## src/rtl/psx_host_poller.sv

```systemverilog
// PSX bus master: polls a controller with 0x01,0x42,0x00..., sizes the packet
// from the ID byte and forwards every received byte to a write port.
module psx_host_poller #(
  parameter int HALF_PERIOD = 96,
  parameter int SEL_SETUP   = 960,
  parameter int ACK_TIMEOUT = 4800,
  parameter int BYTE_GAP    = 96,
  parameter int MAX_BYTES   = 21
) (
  input  logic       clk,
  input  logic       reset,
  input  logic       start,
  output logic       PSX_SEL,
  output logic       PSX_CLK,
  output logic       PSX_CMD,
  input  logic       PSX_DAT,
  input  logic       PSX_ACK,
  output logic [4:0] write_addr,
  output logic [7:0] write_data,
  output logic       write_en,
  output logic       busy,
  output logic       done,
  output logic       error
);

  // state    | meaning
  // IDLE     | bus released, waiting for start
  // SETUP    | SEL low, waiting before the first clock fall
  // BIT_LO   | CLK low, CMD bit driven
  // BIT_HI   | CLK high, DAT bit captured on entry
  // ACK_WAIT | waiting for ACK pulse (low then high) from the pad
  // GAP      | inter-byte pause
  // FINISH   | release SEL, pulse done
  localparam logic [2:0] IDLE     = 3'd0;
  localparam logic [2:0] SETUP    = 3'd1;
  localparam logic [2:0] BIT_LO   = 3'd2;
  localparam logic [2:0] BIT_HI   = 3'd3;
  localparam logic [2:0] ACK_WAIT = 3'd4;
  localparam logic [2:0] GAP      = 3'd5;
  localparam logic [2:0] FINISH   = 3'd6;

  localparam int CNT_A   = (HALF_PERIOD > BYTE_GAP) ? HALF_PERIOD : BYTE_GAP;
  localparam int CNT_B   = (SEL_SETUP > ACK_TIMEOUT) ? SEL_SETUP : ACK_TIMEOUT;
  localparam int CNT_MAX = (CNT_A > CNT_B) ? CNT_A : CNT_B;
  localparam int CW      = $clog2(CNT_MAX + 1);
  localparam logic [5:0] MAX_LEN = 6'(MAX_BYTES);

  logic [2:0]    state;
  logic [CW-1:0] cnt;
  logic [2:0]    bit_idx;
  logic [4:0]    byte_idx;
  logic [5:0]    length;
  logic [7:0]    rx_shift;
  logic          ack_seen;
  logic          dat_s1, dat_s2, ack_s1, ack_s2;

  logic [5:0] len_raw, len_calc, eff_len;
  logic       last_byte;

  function automatic logic tx_bit(input logic [4:0] idx, input logic [2:0] b);
    logic [7:0] tx;
    tx = 8'h00;
    if (idx == 5'd0)      tx = 8'h01;
    else if (idx == 5'd1) tx = 8'h42;
    return tx[b];
  endfunction

  // ID byte low nibble gives half-word count; zero means unknown, use the cap
  always_comb begin
    len_raw  = 6'd3 + {1'b0, rx_shift[3:0], 1'b0};
    len_calc = len_raw;
    if (rx_shift[3:0] == 4'd0 || len_raw > MAX_LEN) len_calc = MAX_LEN;
    eff_len   = (byte_idx == 5'd1) ? len_calc : length;
    last_byte = ({1'b0, byte_idx} == eff_len - 6'd1);
  end

  always_ff @(posedge clk) begin
    if (reset) begin
      dat_s1 <= 1'b1;
      dat_s2 <= 1'b1;
      ack_s1 <= 1'b1;
      ack_s2 <= 1'b1;
    end else begin
      dat_s1 <= PSX_DAT;
      dat_s2 <= dat_s1;
      ack_s1 <= PSX_ACK;
      ack_s2 <= ack_s1;
    end
  end

  always_ff @(posedge clk) begin
    if (reset) begin
      state      <= IDLE;
      cnt        <= '0;
      bit_idx    <= '0;
      byte_idx   <= '0;
      length     <= MAX_LEN;
      rx_shift   <= '0;
      ack_seen   <= 1'b0;
      PSX_SEL    <= 1'b1;
      PSX_CLK    <= 1'b1;
      PSX_CMD    <= 1'b1;
      write_addr <= '0;
      write_data <= '0;
      write_en   <= 1'b0;
      busy       <= 1'b0;
      done       <= 1'b0;
      error      <= 1'b0;
    end else begin
      write_en <= 1'b0;
      done     <= 1'b0;
      error    <= 1'b0;
      case (state)
        IDLE: begin
          // a start coinciding with the completion pulse is dropped
          if (start && !done && !error) begin
            PSX_SEL  <= 1'b0;
            busy     <= 1'b1;
            byte_idx <= '0;
            bit_idx  <= '0;
            length   <= MAX_LEN;
            cnt      <= CW'(SEL_SETUP - 1);
            state    <= SETUP;
          end
        end
        SETUP: begin
          if (cnt == '0) begin
            PSX_CLK <= 1'b0;
            PSX_CMD <= tx_bit(byte_idx, 3'd0);
            cnt     <= CW'(HALF_PERIOD - 1);
            state   <= BIT_LO;
          end else cnt <= cnt - 1'b1;
        end
        BIT_LO: begin
          if (cnt == '0) begin
            PSX_CLK  <= 1'b1;
            rx_shift <= {dat_s2, rx_shift[7:1]};
            cnt      <= CW'(HALF_PERIOD - 1);
            state    <= BIT_HI;
          end else cnt <= cnt - 1'b1;
        end
        BIT_HI: begin
          if (cnt != '0) cnt <= cnt - 1'b1;
          else if (bit_idx != 3'd7) begin
            bit_idx <= bit_idx + 3'd1;
            PSX_CLK <= 1'b0;
            PSX_CMD <= tx_bit(byte_idx, bit_idx + 3'd1);
            cnt     <= CW'(HALF_PERIOD - 1);
            state   <= BIT_LO;
          end else begin
            write_en   <= 1'b1;
            write_addr <= byte_idx;
            write_data <= rx_shift;
            PSX_CMD    <= 1'b1;
            bit_idx    <= '0;
            if (byte_idx == 5'd1) length <= len_calc;
            if (byte_idx == 5'd2 && rx_shift != 8'h5A) begin
              PSX_SEL <= 1'b1;
              PSX_CLK <= 1'b1;
              error   <= 1'b1;
              busy    <= 1'b0;
              state   <= IDLE;
            end else if (last_byte) begin
              state <= FINISH;
            end else begin
              ack_seen <= 1'b0;
              cnt      <= CW'(ACK_TIMEOUT - 1);
              state    <= ACK_WAIT;
            end
          end
        end
        ACK_WAIT: begin
          if (!ack_seen) begin
            if (!ack_s2) ack_seen <= 1'b1;
            else if (cnt == '0) begin
              PSX_SEL <= 1'b1;
              PSX_CLK <= 1'b1;
              PSX_CMD <= 1'b1;
              error   <= 1'b1;
              busy    <= 1'b0;
              state   <= IDLE;
            end else cnt <= cnt - 1'b1;
          end else if (ack_s2) begin
            cnt   <= CW'(BYTE_GAP - 1);
            state <= GAP;
          end
        end
        GAP: begin
          if (cnt == '0) begin
            byte_idx <= byte_idx + 5'd1;
            PSX_CLK  <= 1'b0;
            PSX_CMD  <= tx_bit(byte_idx + 5'd1, 3'd0);
            cnt      <= CW'(HALF_PERIOD - 1);
            state    <= BIT_LO;
          end else cnt <= cnt - 1'b1;
        end
        FINISH: begin
          PSX_SEL <= 1'b1;
          PSX_CLK <= 1'b1;
          done    <= 1'b1;
          busy    <= 1'b0;
          state   <= IDLE;
        end
        default: state <= IDLE;
      endcase
    end
  end

endmodule

```

## config.mk

```make
export PLATFORM = sky130hd
export DESIGN_NAME = psx_host_poller
export DESIGN_NICKNAME = d
export VERILOG_FILES = /design/src/rtl/psx_host_poller.sv
export SDC_FILE = /design/constraint.sdc
export NUM_CORES = 1
export LEC_CHECK = 0
export ABC_CLOCK_PERIOD_IN_PS = 6150
export CAP_MARGIN = 20
export CORE_UTILIZATION = 60
export DETAILED_ROUTE_END_ITERATION = 8
export GPL_TIMING_DRIVEN = 0
export PLACE_DENSITY = 0.81
export REMOVE_ABC_BUFFERS = 1
export SYNTH_ARGS = -nofsm -noshare
export SYNTH_HDL_FRONTEND = slang
export SYNTH_SLANG_ARGS = --single-unit
export TNS_END_PERCENT = 10
```

## constraint.sdc

```tcl
create_clock -name clk -period 6.15 [get_ports clk]
set_input_delay 0.9225 -clock clk [delete_from_list [all_inputs] [get_ports clk]]
set_output_delay 0.9225 -clock clk [all_outputs]
set_load 0.02 [all_outputs]
```

==> impl_metrics.py <==
metrics = {
    "die": {
        "die_h_um": 80.70,
        "start_util_pct": 62.39,
        "core_area_um2": 5956,
        "die_w_um": 80.70,
        "dieArea_um2": 6512,
        "row_count": 28,
        "boundaryPins": 25,
    },
    "synth": {
        "synthAdderAreaFrac_pct": 4.377,
        "post_synth_xor_area_fraction_pct": 1.650,
        "async_reset_ff_share_pct": 0,
        "synth_largest_area_cell": "dfxtp_1",
        "ys_seq_area_share_pct": 33.94,
        "ys_top_cells_by_count": "nand2_1, dfxtp_1, a21oi_1",
        "yosys.area_share.simple_pct": 26.70,
        "netlist.area_leader.share_pct": 33.94,
        "synth_seq_cells": 63,
        "netlist_top_cells_area": "dfxtp_1, nand2_1, a21oi_1",
        "yosys_most_used_dff": "dfxtp_1",
        "syn-instance-count": 491,
        "synth_cell_types": 66,
        "muxShareOfSynthArea_pct": 1.650,
        "synth_compound_area_share_pct": 26.06,
        "synth_most_common_cell": "nand2_1",
        "synth-edff-count": 0,
        "syn_area_per_cell_um2": 7.568,
        "synth_top_family_by_area": "simple AND/OR/NAND/NOR gates",
        "syn_area_um2": 3716,
        "yosysWarningCount": 0,
    },
    "critical_path": {
        "path_buf_inv": 0,
        "end_kind": "flip-flop",
        "critPathTopFamily": "compound AO/OA/AOI/OAI gates",
        "crit_required_ps": 6370,
        "cp_data_arrival_time_ps": 4240,
        "crit_slowest_cell": "or4b_2",
        "slowest_delay_ps": 680,
        "crit_chain": "ha_1 > or4b_4 > a2111oi_0 > a21oi_1 > ha_1 > or4b_2 > o31a_1 > a31o_1 > o21ai_2 > o21ai_0",
        "cpMostUsedCell": "ha_1",
        "worst-path-max-fanout": 10,
        "critPathKind": "reg2reg",
        "cp-start-kind": "flip-flop",
    },
    "global_route": {
        "antenna_found_initial": 0,
        "grt_pass1_wl_um": 14280,
        "grt_usage_pct": 28.64,
        "grt_overflow": 0,
        "globalRouteMet3Util_pct": 6.364,
        "first_global_vias": 3069,
        "use_met2_pct": 43.56,
        "globalRoute.busiestLayer": "met2",
        "grt_max_degree": 37,
        "use_met1_pct": 38.96,
    },
    "cts": {
        "worstSkewPairLatency_ps": 350,
        "cts_buffers": 9,
        "cts_hold_buffers": 0,
        "htree_levels": 3,
        "clk_pin_slew_ps": 70,
        "postCtsSetupRepairBufs": 0,
        "cts_tree": "built",
        "cts_resized": 0,
        "cts.sinks": 63,
        "clk_path_buf_depth": 2,
        "root_buffer": "clkbuf_8",
    },
    "sta": {
        "fin_worst_skew_ps": 10.67,
        "drv_slew": 0,
        "rsz0062_at_grt": "false",
        "hold_viol": 0,
        "fin_crit_sh_pct": 65.50,
        "setup_viol": 0,
        "clock.fmax_mhz": 248.2,
        "worst_pin_slew_ps": 886.7,
        "finalSetupTns_ps": 0,
        "min_period_ps": 4028,
        "relSlewSlack_pct": 40.80,
    },
    "power_and_ir_drop": {
        "pwr-share-comb_pct": 30.0,
        "internal-power_mw": 0.8208,
        "switchingPower_mw": 0.4655,
        "p_per_area_nw_per_um2": 311.3,
        "switching_share_pct": 36.19,
        "p_leak_nw": 1.456,
        "pwr-share-clk_pct": 29.6,
        "totalPowerFinal_mw": 1.286,
        "ir_drop_mv": 0.2495,
        "seqPwrFrac_pct": 40.4,
    },
    "layout": {
        "n_antenna_cell": 0,
        "drive_gt1_share_pct": 6.800,
        "nNetsFinal": 513,
        "area_growth_syn_to_layout_pct": 11.18,
    },
    "detailed_routing": {
        "dr_total_vias": 3583,
        "first_pass_iters": 5,
        "via_per_inst": 6.231,
        "drtIter0Drc": 308,
        "route.detailed.drc": 0,
        "postRouteAntennaNets": 0,
        "wl_um": 8788,
        "wl_per_cell_um": 15.28,
    },
    "min_path": {
        "hp-class": "reg2reg",
    },
    "status": {
        "run_status": "completed",
    },
    "flow_run": {
        "max_cap_violations": 0,
    },
    "placed_design": {
        "gp_congestion": 0.9473,
        "port_buffers": 24,
        "hpwl_um": 5936,
    },
}
[metrics by stage]
step / hold slack (ps) / std cells / utilization (%) / setup slack (ps) / area, um^2
2_1_floorplan: 389.5 / 458 / - / 2640 / 3563
3_3_place_gp: 394.9 / 557 / 65.44 / 1589 / 3897
3_5_place_dp: 404.9 / 559 / 65.86 / 2230 / 3923
4_1_cts: 421.5 / 575 / 69.37 / 2203 / 4131
5_1_grt: 446.6 / 575 / 69.37 / 1868 / 4131
6_report: 415.1 / 575 / 69.37 / 2122 / 4131
[registers in the layout (all words and copies together) (netlist names), 3 cells and up]
name and flops:
length 6, write_data 8, write_addr 5, rx_shift 8, cnt 13, state 3
bit_idx 3, byte_idx 5
[kinds of logic (layout without fill, tap and decap cells)]
logic type / after synthesis / count (layout)
flip-flops: 63 / 63
AND/OR/NAND/NOR: 205 / 205
AO/OA/AOI/OAI: 149 / 149
adder cells (fa/ha/maj): 13 / 13
XOR/XNOR: 7 / 7
multiplexers: 6 / 6
buffers and inverters: 48 / 57
[power by group through the flow]
stage	registers, mW	logic, mW	clock network (mW)
2_1_floorplan	0.520	0.274	0
3_3_place_gp	0.523	0.364	0
3_5_place_dp	0.527	0.376	0
4_1_cts	0.517	0.380	0.385
5_1_grt	0.528	0.427	0.402
6_report	0.520	0.385	0.381
[layout make-up]
class | count | area (um^2)
Multi-Input combinational cell | 380 | 2246
Timing Repair Buffer | 26 | 265.3
Inverter | 15 | 56.30
Fill cell | 491 | 1824
Tap cell | 75 | 93.84
Clock inverter | 3 | 40.04
Sequential cell | 63 | 1261
Clock buffer | 13 | 168.9
[worst paths after layout]
kind	startpoint	end	slack (ps)	depth (start not counted)
hold reg to reg	dat_s1	dat_s2	420	1
setup / recovery	byte_idx[0]	cnt[7]	2120	10
hold / removal	dat_s1	dat_s2	420	1
setup reg to reg	byte_idx[0]	cnt[7]	2120	10
[cells in the final DEF, fill, tap and decap left out, drive strengths merged, types with 6 or more instances in the layout]
cell	count
clkdlybuf4s50	23
nand3	17
a31oi	7
clkbuf	13
nor2	39
ha	13
nand2	86
dfxtp	63
or2	6
nor4	8
inv	14
a21oi	62
nand2b	7
and2	6
nor3	10
o21ai	23
[routing by layer]
layer / up-vias / routed length, um / part of all wire, %
li1: 1769 / - / -
met1: 1667 / 4129 / 47
met5: - / 0 / 0
met3: 22 / 505 / 5.7
met4: 0 / 180 / 2.0
met2: 125 / 3971 / 45
(Power assumes the default switching activity.)
